--- config.mk ---
export PLATFORM = sky130hd
export DESIGN_NAME = imem_loader
export DESIGN_NICKNAME = d
export VERILOG_FILES = /design/src/rtl/imem_loader.sv
export SDC_FILE = /design/constraint.sdc
export NUM_CORES = 1
export LEC_CHECK = 0
export CORE_UTILIZATION = 50
export CTS_CLUSTER_DIAMETER = 60
export CTS_CLUSTER_SIZE = 14
export DETAILED_ROUTE_END_ITERATION = 10
export DONT_BUFFER_PORTS = 1
export MAX_ROUTING_LAYER = met4
export PLACE_DENSITY_LB_ADDON = 0.1
export SYNTH_ARGS = -nofsm -noshare
export SYNTH_HDL_FRONTEND = slang
export SYNTH_SLANG_ARGS = --single-unit
--- constraint.sdc ---
create_clock -name clk -period 6.1 [get_ports clk]
set_clock_uncertainty 0.1 [all_clocks]
set_input_delay 0.305 -clock clk [delete_from_list [all_inputs] [get_ports clk]]
set_output_delay 0.305 -clock clk [all_outputs]
set_load 0.1 [all_outputs]
--- src/rtl/imem_loader.sv ---
// imem_loader: receives a framed byte stream and writes big-endian 16-bit words into the
// core's instruction memory, holding the core in reset for the whole load.
// Frame: N[15:8], N[7:0], N words (hi byte first), then one checksum byte when
// IMEM_LOADER_CHECKSUM_EN is defined (8-bit sum of every preceding frame byte).
module imem_loader #(
  parameter logic [15:0] BASE_ADDR = 16'h0000,
  parameter int unsigned DEPTH     = 256
) (
  input  logic        clk,
  input  logic        reset,
  input  logic        start,
  input  logic [7:0]  byte_in,
  input  logic        byte_valid,
  output logic        byte_ready,
  output logic [15:0] mem_address,
  output logic [15:0] mem_data,
  output logic        mem_wren,
  output logic        cpu_hold,
  output logic        done,
  output logic        error,
  output logic [15:0] words_loaded
);

  typedef enum logic [2:0] {
    StIdle,
    StLenHi,
    StLenLo,
    StDataHi,
    StDataLo,
`ifdef IMEM_LOADER_CHECKSUM_EN
    StCheck,
`endif
    StDone,
    StError
  } state_e;

  state_e state_q, state_d;

  logic [15:0] len_q, len_d;
  logic [7:0]  hi_q, hi_d;
  logic [15:0] words_loaded_q, words_loaded_d;
  logic [15:0] mem_address_q, mem_address_d;
  logic [15:0] mem_data_q, mem_data_d;
  logic        mem_wren_q, mem_wren_d;
  logic        byte_ready_q, byte_ready_d;
  logic        cpu_hold_q, cpu_hold_d;
  logic        done_q, done_d;
  logic        error_q, error_d;
`ifdef IMEM_LOADER_CHECKSUM_EN
  logic [7:0]  csum_q, csum_d;
`endif

  logic        xfer;
  logic [15:0] len_full;
  logic        last_word;

  // byte_ready_q always mirrors "state_q is a loading state", so this is the handshake.
  assign xfer      = byte_valid & byte_ready_q;
  assign len_full  = {len_q[15:8], byte_in};
  assign last_word = (words_loaded_q + 16'd1) == len_q;

  // State and output registers.
  always_ff @(posedge clk or posedge reset) begin
    if (reset) begin
      state_q        <= StIdle;
      len_q          <= 16'd0;
      hi_q           <= 8'd0;
      words_loaded_q <= 16'd0;
      mem_address_q  <= BASE_ADDR;
      mem_data_q     <= 16'd0;
      mem_wren_q     <= 1'b0;
      byte_ready_q   <= 1'b0;
      cpu_hold_q     <= 1'b0;
      done_q         <= 1'b0;
      error_q        <= 1'b0;
`ifdef IMEM_LOADER_CHECKSUM_EN
      csum_q         <= 8'd0;
`endif
    end else begin
      state_q        <= state_d;
      len_q          <= len_d;
      hi_q           <= hi_d;
      words_loaded_q <= words_loaded_d;
      mem_address_q  <= mem_address_d;
      mem_data_q     <= mem_data_d;
      mem_wren_q     <= mem_wren_d;
      byte_ready_q   <= byte_ready_d;
      cpu_hold_q     <= cpu_hold_d;
      done_q         <= done_d;
      error_q        <= error_d;
`ifdef IMEM_LOADER_CHECKSUM_EN
      csum_q         <= csum_d;
`endif
    end
  end

  // Next state and datapath: frame parsing, word assembly and the write strobe.
  always_comb begin
    state_d        = state_q;
    len_d          = len_q;
    hi_d           = hi_q;
    words_loaded_d = words_loaded_q;
    mem_address_d  = mem_address_q;
    mem_data_d     = mem_data_q;
    mem_wren_d     = 1'b0;
`ifdef IMEM_LOADER_CHECKSUM_EN
    csum_d         = csum_q;
`endif

    unique case (state_q)
      StIdle, StDone, StError: begin
        if (start) begin
          state_d        = StLenHi;
          words_loaded_d = 16'd0;
`ifdef IMEM_LOADER_CHECKSUM_EN
          csum_d         = 8'd0;
`endif
        end
      end
      StLenHi: begin
        if (xfer) begin
          len_d[15:8] = byte_in;
          state_d     = StLenLo;
        end
      end
      StLenLo: begin
        if (xfer) begin
          len_d[7:0] = byte_in;
          if ({16'd0, len_full} > DEPTH) begin
            state_d = StError;
          end else if (len_full == 16'd0) begin
`ifdef IMEM_LOADER_CHECKSUM_EN
            state_d = StCheck;
`else
            state_d = StDone;
`endif
          end else begin
            state_d = StDataHi;
          end
        end
      end
      StDataHi: begin
        if (xfer) begin
          hi_d    = byte_in;
          state_d = StDataLo;
        end
      end
      StDataLo: begin
        if (xfer) begin
          mem_data_d     = {hi_q, byte_in};
          mem_address_d  = BASE_ADDR + words_loaded_q;
          mem_wren_d     = 1'b1;
          words_loaded_d = words_loaded_q + 16'd1;
          if (last_word) begin
`ifdef IMEM_LOADER_CHECKSUM_EN
            state_d = StCheck;
`else
            state_d = StDone;
`endif
          end else begin
            state_d = StDataHi;
          end
        end
      end
`ifdef IMEM_LOADER_CHECKSUM_EN
      StCheck: begin
        if (xfer) begin
          state_d = (byte_in == csum_q) ? StDone : StError;
        end
      end
`endif
      default: state_d = StIdle;
    endcase

`ifdef IMEM_LOADER_CHECKSUM_EN
    // Every accepted frame byte except the check byte itself feeds the sum.
    if (xfer && (state_q != StCheck)) begin
      csum_d = csum_q + byte_in;
    end
`endif
  end

  // Registered status outputs, decoded from the next state so they settle with it.
  always_comb begin
    byte_ready_d = !(state_d inside {StIdle, StDone, StError});
    cpu_hold_d   = !(state_d inside {StIdle, StDone});
    done_d       = (state_d == StDone);
    error_d      = (state_d == StError);
  end

  assign byte_ready   = byte_ready_q;
  assign mem_address  = mem_address_q;
  assign mem_data     = mem_data_q;
  assign mem_wren     = mem_wren_q;
  assign cpu_hold     = cpu_hold_q;
  assign done         = done_q;
  assign error        = error_q;
  assign words_loaded = words_loaded_q;

endmodule

* Word level (Yosys, flattened, before mapping)
Cells that the tools add are included.
Word-level totals: flip-flop bits (word level) 80, input port bits 12, word-level logic and storage cells 54
Operators by class: $add $sub $neg 1, magnitude comparators 1, eq/ne operators 11, muxes and demuxes 14, bitwise operators 1, reductions and logical operators 14
Operator list (count):
- $mux 16 | 2
- $pmux 16 s2 | 1
- $mux 3 | 8
- $add 16x1->16 const B | 1
- $eq 16x16->1 | 1
- $gt 16x9->1 const B | 1
- $logic_not 16->1 | 1
- $eq 3x3->1 const B | 5
- $pmux 3 s5 | 1
- $reduce_and 2->1 | 4
- $eq 3x2->1 const B | 2
- $logic_not 3->1 | 2
- $ne 2x2->1 const B | 2
- $reduce_bool 2->1 | 2
- $eq 3x1->1 const B | 1
- $reduce_and 3->1 | 1
- $reduce_bool 3->1 | 1
- $reduce_or 3->1 | 1
- $logic_not 1->1 | 2
- $mux 1 | 2
- $and 1x1->1 | 1

* Longest topological paths before layout
depth in word-level cells 8, mapped depth 9, depth with buffers taken out 8

* Least setup slack after synthesis
Ideal clock, no wire load.
kind register to register, from reg words_loaded_q[0], in the netlist words_loaded[0], to reg cpu_hold_q, in the netlist cpu_hold, arrival time 3.008 ns, setup slack 2.860 ns, stages on the path, launching flop included 9, buffers on the path 0, period minus slack after synthesis 3.240 ns, cell sequence dfrtp_1 ha_1 nand3_2 nor4_2 xnor2_1 a211o_1 nand4bb_1 nand3_1 or3b_1
On the way: cells in the longest elaborated chain, start to end 8, elaborated cells between the ends (all ways) 9
Ends and longest elaborated chain:
- from (decl) | RTL line 41 | logic [15:0] words_loaded_q, words_loaded_d;
- from (signal assigned) | RTL line 83 | words_loaded_q <= words_loaded_d;
- $add 16x1->16 * | RTL line 60 | assign last_word = (words_loaded_q + 16'd1) == len_q;
- $eq 16x16->1 * | RTL line 60
- $mux 3 * | RTL line 154 | if (last_word) begin
- $mux 3 * | RTL line 149 | if (xfer) begin
- $pmux 3 s5 * | RTL line 110 | unique case (state_q)
- $eq 3x3->1 or $logic_not 3->1 (tied branches) | RTL line 186 | cpu_hold_d = !(state_d inside {StIdle, StDone});
- $reduce_bool 2->1 * | RTL line 186
- $logic_not 1->1 * | RTL line 186
- named net cpu_hold_d | RTL line 46 | logic cpu_hold_q, cpu_hold_d;
- to (signal assigned) | RTL line 88 | cpu_hold_q <= cpu_hold_d;
- to (decl) | RTL line 46
Mark *: on every way through the listed nets, which the timed path passes. The rest lies on a longest branch. A chain may end at the register's enable or synchronous reset.

* Final worst setup path
from reg words_loaded_q[4], in the netlist words_loaded[4], to reg cpu_hold_q, in the netlist cpu_hold
Same word-level chain as after synthesis.

==> impl_metrics.toml <==
[clock_network]
cts_tree = "yes"
cts_root_buffer = "clkbuf_8"
htree_levels = 3
post_cts_resized = 0
ctsLongestPathBuffers = 2
clock_latency_ns = 0.35
clk_pin_slew_ns = 0.08
numCtsBuffers = 9
clock-sinks = 80

[global_routing]
antenna_found_initial = 0
grtUsageTotal_pct = 25.1
grt_remaining_overflow = 0
grt_pass1_wl_microns = 15500
grt_max_degree = 81
grt_pass1_vias = 3028

[placed_design]
dp_hpwl_microns = 5960
io_buffers = 0
gp_congestion = 0.851
place_area_sq_um = 4030

[floorplanning]
start_util_pct = 51.4
rows = 32
die_width_microns = 90.9
dieArea_sq_um = 8260
die_h_microns = 90.9
io_pins = 65
coreArea_sq_um = 7690

[setup_path]
cpMaxStageDelayCell = "dfrtp_1"
path_class = "flip-flop to flip-flop"
path_buf_inv = 0
crit_fanout = 11
arrival_ns = 3.95
crit_top_cell = "nand3_1"
cp-end-kind = "flip-flop"
cp.required_ns = 6.23
path_cells = "nand3_1 > nor4_1 > o22ai_1 > a2111oi_4 > nand4bb_1 > nand3_1 > or3b_1"
critPathTopFamily = "simple AND/OR/NAND/NOR gates"
worst_path_largest_cell_delay_ns = 1.10
start_kind = "flip-flop"

[detailed_routing]
drtIter0Drc = 239
vias_per_cell = 5.64
drtAntennaViolNets = 0
wl_microns = 9100
first_pass_iters = 4
num_vias = 2927
post_drt_wl_per_cell_microns = 17.5
drc_errors = 0

[synth]
synth_edf_count = 0
yosysSeqAreaShare_pct = 50.7
yosysWarnings = 0
synth.cell_area_sq_um = 3950
syn_area_per_cell_sq_um = 9.80
synth.top_cell.area_share_pct = 50.7
synth.distinct_cells = 58
yosysTopAreaCell = "dfrtp_1"
syn_nets = 416
synth_seq_cells = 80
synth.area.top_cells = "dfrtp_1 51%, nand2_1 11%, mux2_2 6.8%, o21ai_0 3.3%, xnor2_1 3.1%"
async_flop_share_pct = 100
synth-main-ff-cell = "dfrtp_1"
synthCells = 403

[final_layout]
nets = 425
final_util_pct = 56.6
layout-drive-gt1-share_pct = 16.3
antenna_cells = 0
area_growth_syn_to_layout_pct = 10.2
design_area_sq_um = 4350

[pwr]
comb_power_share_pct = 23.2
p_switching_w = 0.00111
pwr_density_cell_nw_per_um2 = 525
switching_share_pct = 48.3
internal-power_w = 0.00118
power_frac_seq_pct = 57.2
clockPowerShare_pct = 19.7
power.ir.vdd_worst_uv = 334
leakage_nw = 2.03

[timing]
final_max_slew_viol_count = 0
final-hold-violation-count = 0
min_period_ns = 3.82
finalSetupTns_ns = 0
fin_crit_sh_pct = 62.6
rsz0062_at_grt = "false"
max_slew.worst_pin.slew_ns = 1.14
max_freq_mhz = 262
setup_viol = 0
maxSlewHeadroom_pct = 23.7

[worst_hold_path]
hold_path_class = "input port to flip-flop"

[outcome]
run_status = "completed"

[job]
maxCapViolations = 0
## state kept, by name (all words and copies together) (netlist names)
register,count
cpu_hold,1
error,1
done,1
mem_data,16
mem_address,16
len_q,16
words_loaded,16
mem_wren,1
hi_q,8
byte_ready,1
state_q,3
## metrics by stage
stage / hold slack, ns / setup WS (ns) / total power [W] / cells
floorplan: 0.310 / 2.86 / 0.00172 / 403
global placement: 0.313 / 2.46 / 0.00182 / 494
detailed placement: 0.317 / 2.29 / 0.00184 / 494
CTS: 0.00148 / 2.30 / 0.00230 / 518
global route: 0.00108 / 1.98 / 0.00241 / 519
finish: 0.0146 / 2.28 / 0.00229 / 519
## path summary, 6_finish.rpt
path                       slack, ns                        to  depth (start not counted)                   startpoint
max in group asynchronous       5.22      byte_ready$_DFF_PP0_                          2                        reset
min reg2reg                     0.37  mem_data[15]$_DFFE_PP0P_                          2          hi_q[7]$_DFFE_PP0P_
max                             2.28        cpu_hold$_DFF_PP0_                          7  words_loaded[4]$_DFFE_PP0P_
min in group asynchronous       0.03  mem_data[11]$_DFFE_PP0P_                          2                        reset
max reg2reg                     2.28        cpu_hold$_DFF_PP0_                          7  words_loaded[4]$_DFFE_PP0P_
min                             0.01      len_q[9]$_DFFE_PP0P_                          1                   byte_in[1]
## final cells by class
type,count,area (sq um)
multi-input cells,296,1800
clock buffers,12,155
flip-flops and latches,80,2000
repair buffers,19,165
inverters,6,23.8
fillers,696,3330
clock inverters,4,76.3
well taps,102,128
## timing repair
item,in CTS,in global routing
buffers inserted,0,0
setup endpoints to repair,0,0
hold endpoints to repair,30,1
hold buffers,8,1
## cell usage after synthesis, types with 6 or more instances
cell	instances
nand2_1	119
dfrtp_1	80
o21ai_0	26
mux2_2	24
nor2_1	20
xnor2_1	14
clkbuf_1	11
xor2_1	10
a21oi_1	8
inv_1	6
nand3_1	6
## power groups by stage
stage / Sequential, W / Clock (W) / Combinational, W
2_1_floorplan: 0.00128 / 0 / 0.000433
3_3_place_gp: 0.00132 / 0 / 0.000509
3_5_place_dp: 0.00132 / 0 / 0.000523
4_1_cts: 0.00131 / 0.000456 / 0.000532
5_1_grt: 0.00133 / 0.000480 / 0.000595
6_report: 0.00131 / 0.000449 / 0.000529
## cell families after synthesis
kind of cell	share of synthesized area [%]
multiplexers	7.09
buffers and inverters	3.70
AO/OA/AOI/OAI	11.0
AND/OR/NAND/NOR	21.9
adder cells (fa/ha/maj)	0.317
XOR/XNOR	5.32
flip-flops	50.7
## layout by cell type, fill, tap and decap left out, drive strengths merged, types with 8 or more instances in the layout
cell type    Yosys  final
xnor2           14     14
buf              9     10
clkbuf          12     12
xor2            10     10
dfrtp           80     80
o21ai           26     26
nor4             8      8
a21oi            8      8
nand3            9      9
nor2            20     20
nand2          119    119
mux2            24     24
dlygate4sd3      0      9
## layer usage
| layer | wire length, microns | GRT usage [%] | up-vias |
|---|---|---|---|
| li1 | - | - | 1401 |
| met1 | 4350 | 33.1 | 1432 |
| met2 | 4160 | 36.6 | 78 |
| met3 | 396 | 5.64 | 16 |
| met4 | 195 | 12.0 | 0 |
| met5 | 0 | - | - |
Note: power is estimated with default switching activity, not from simulation.
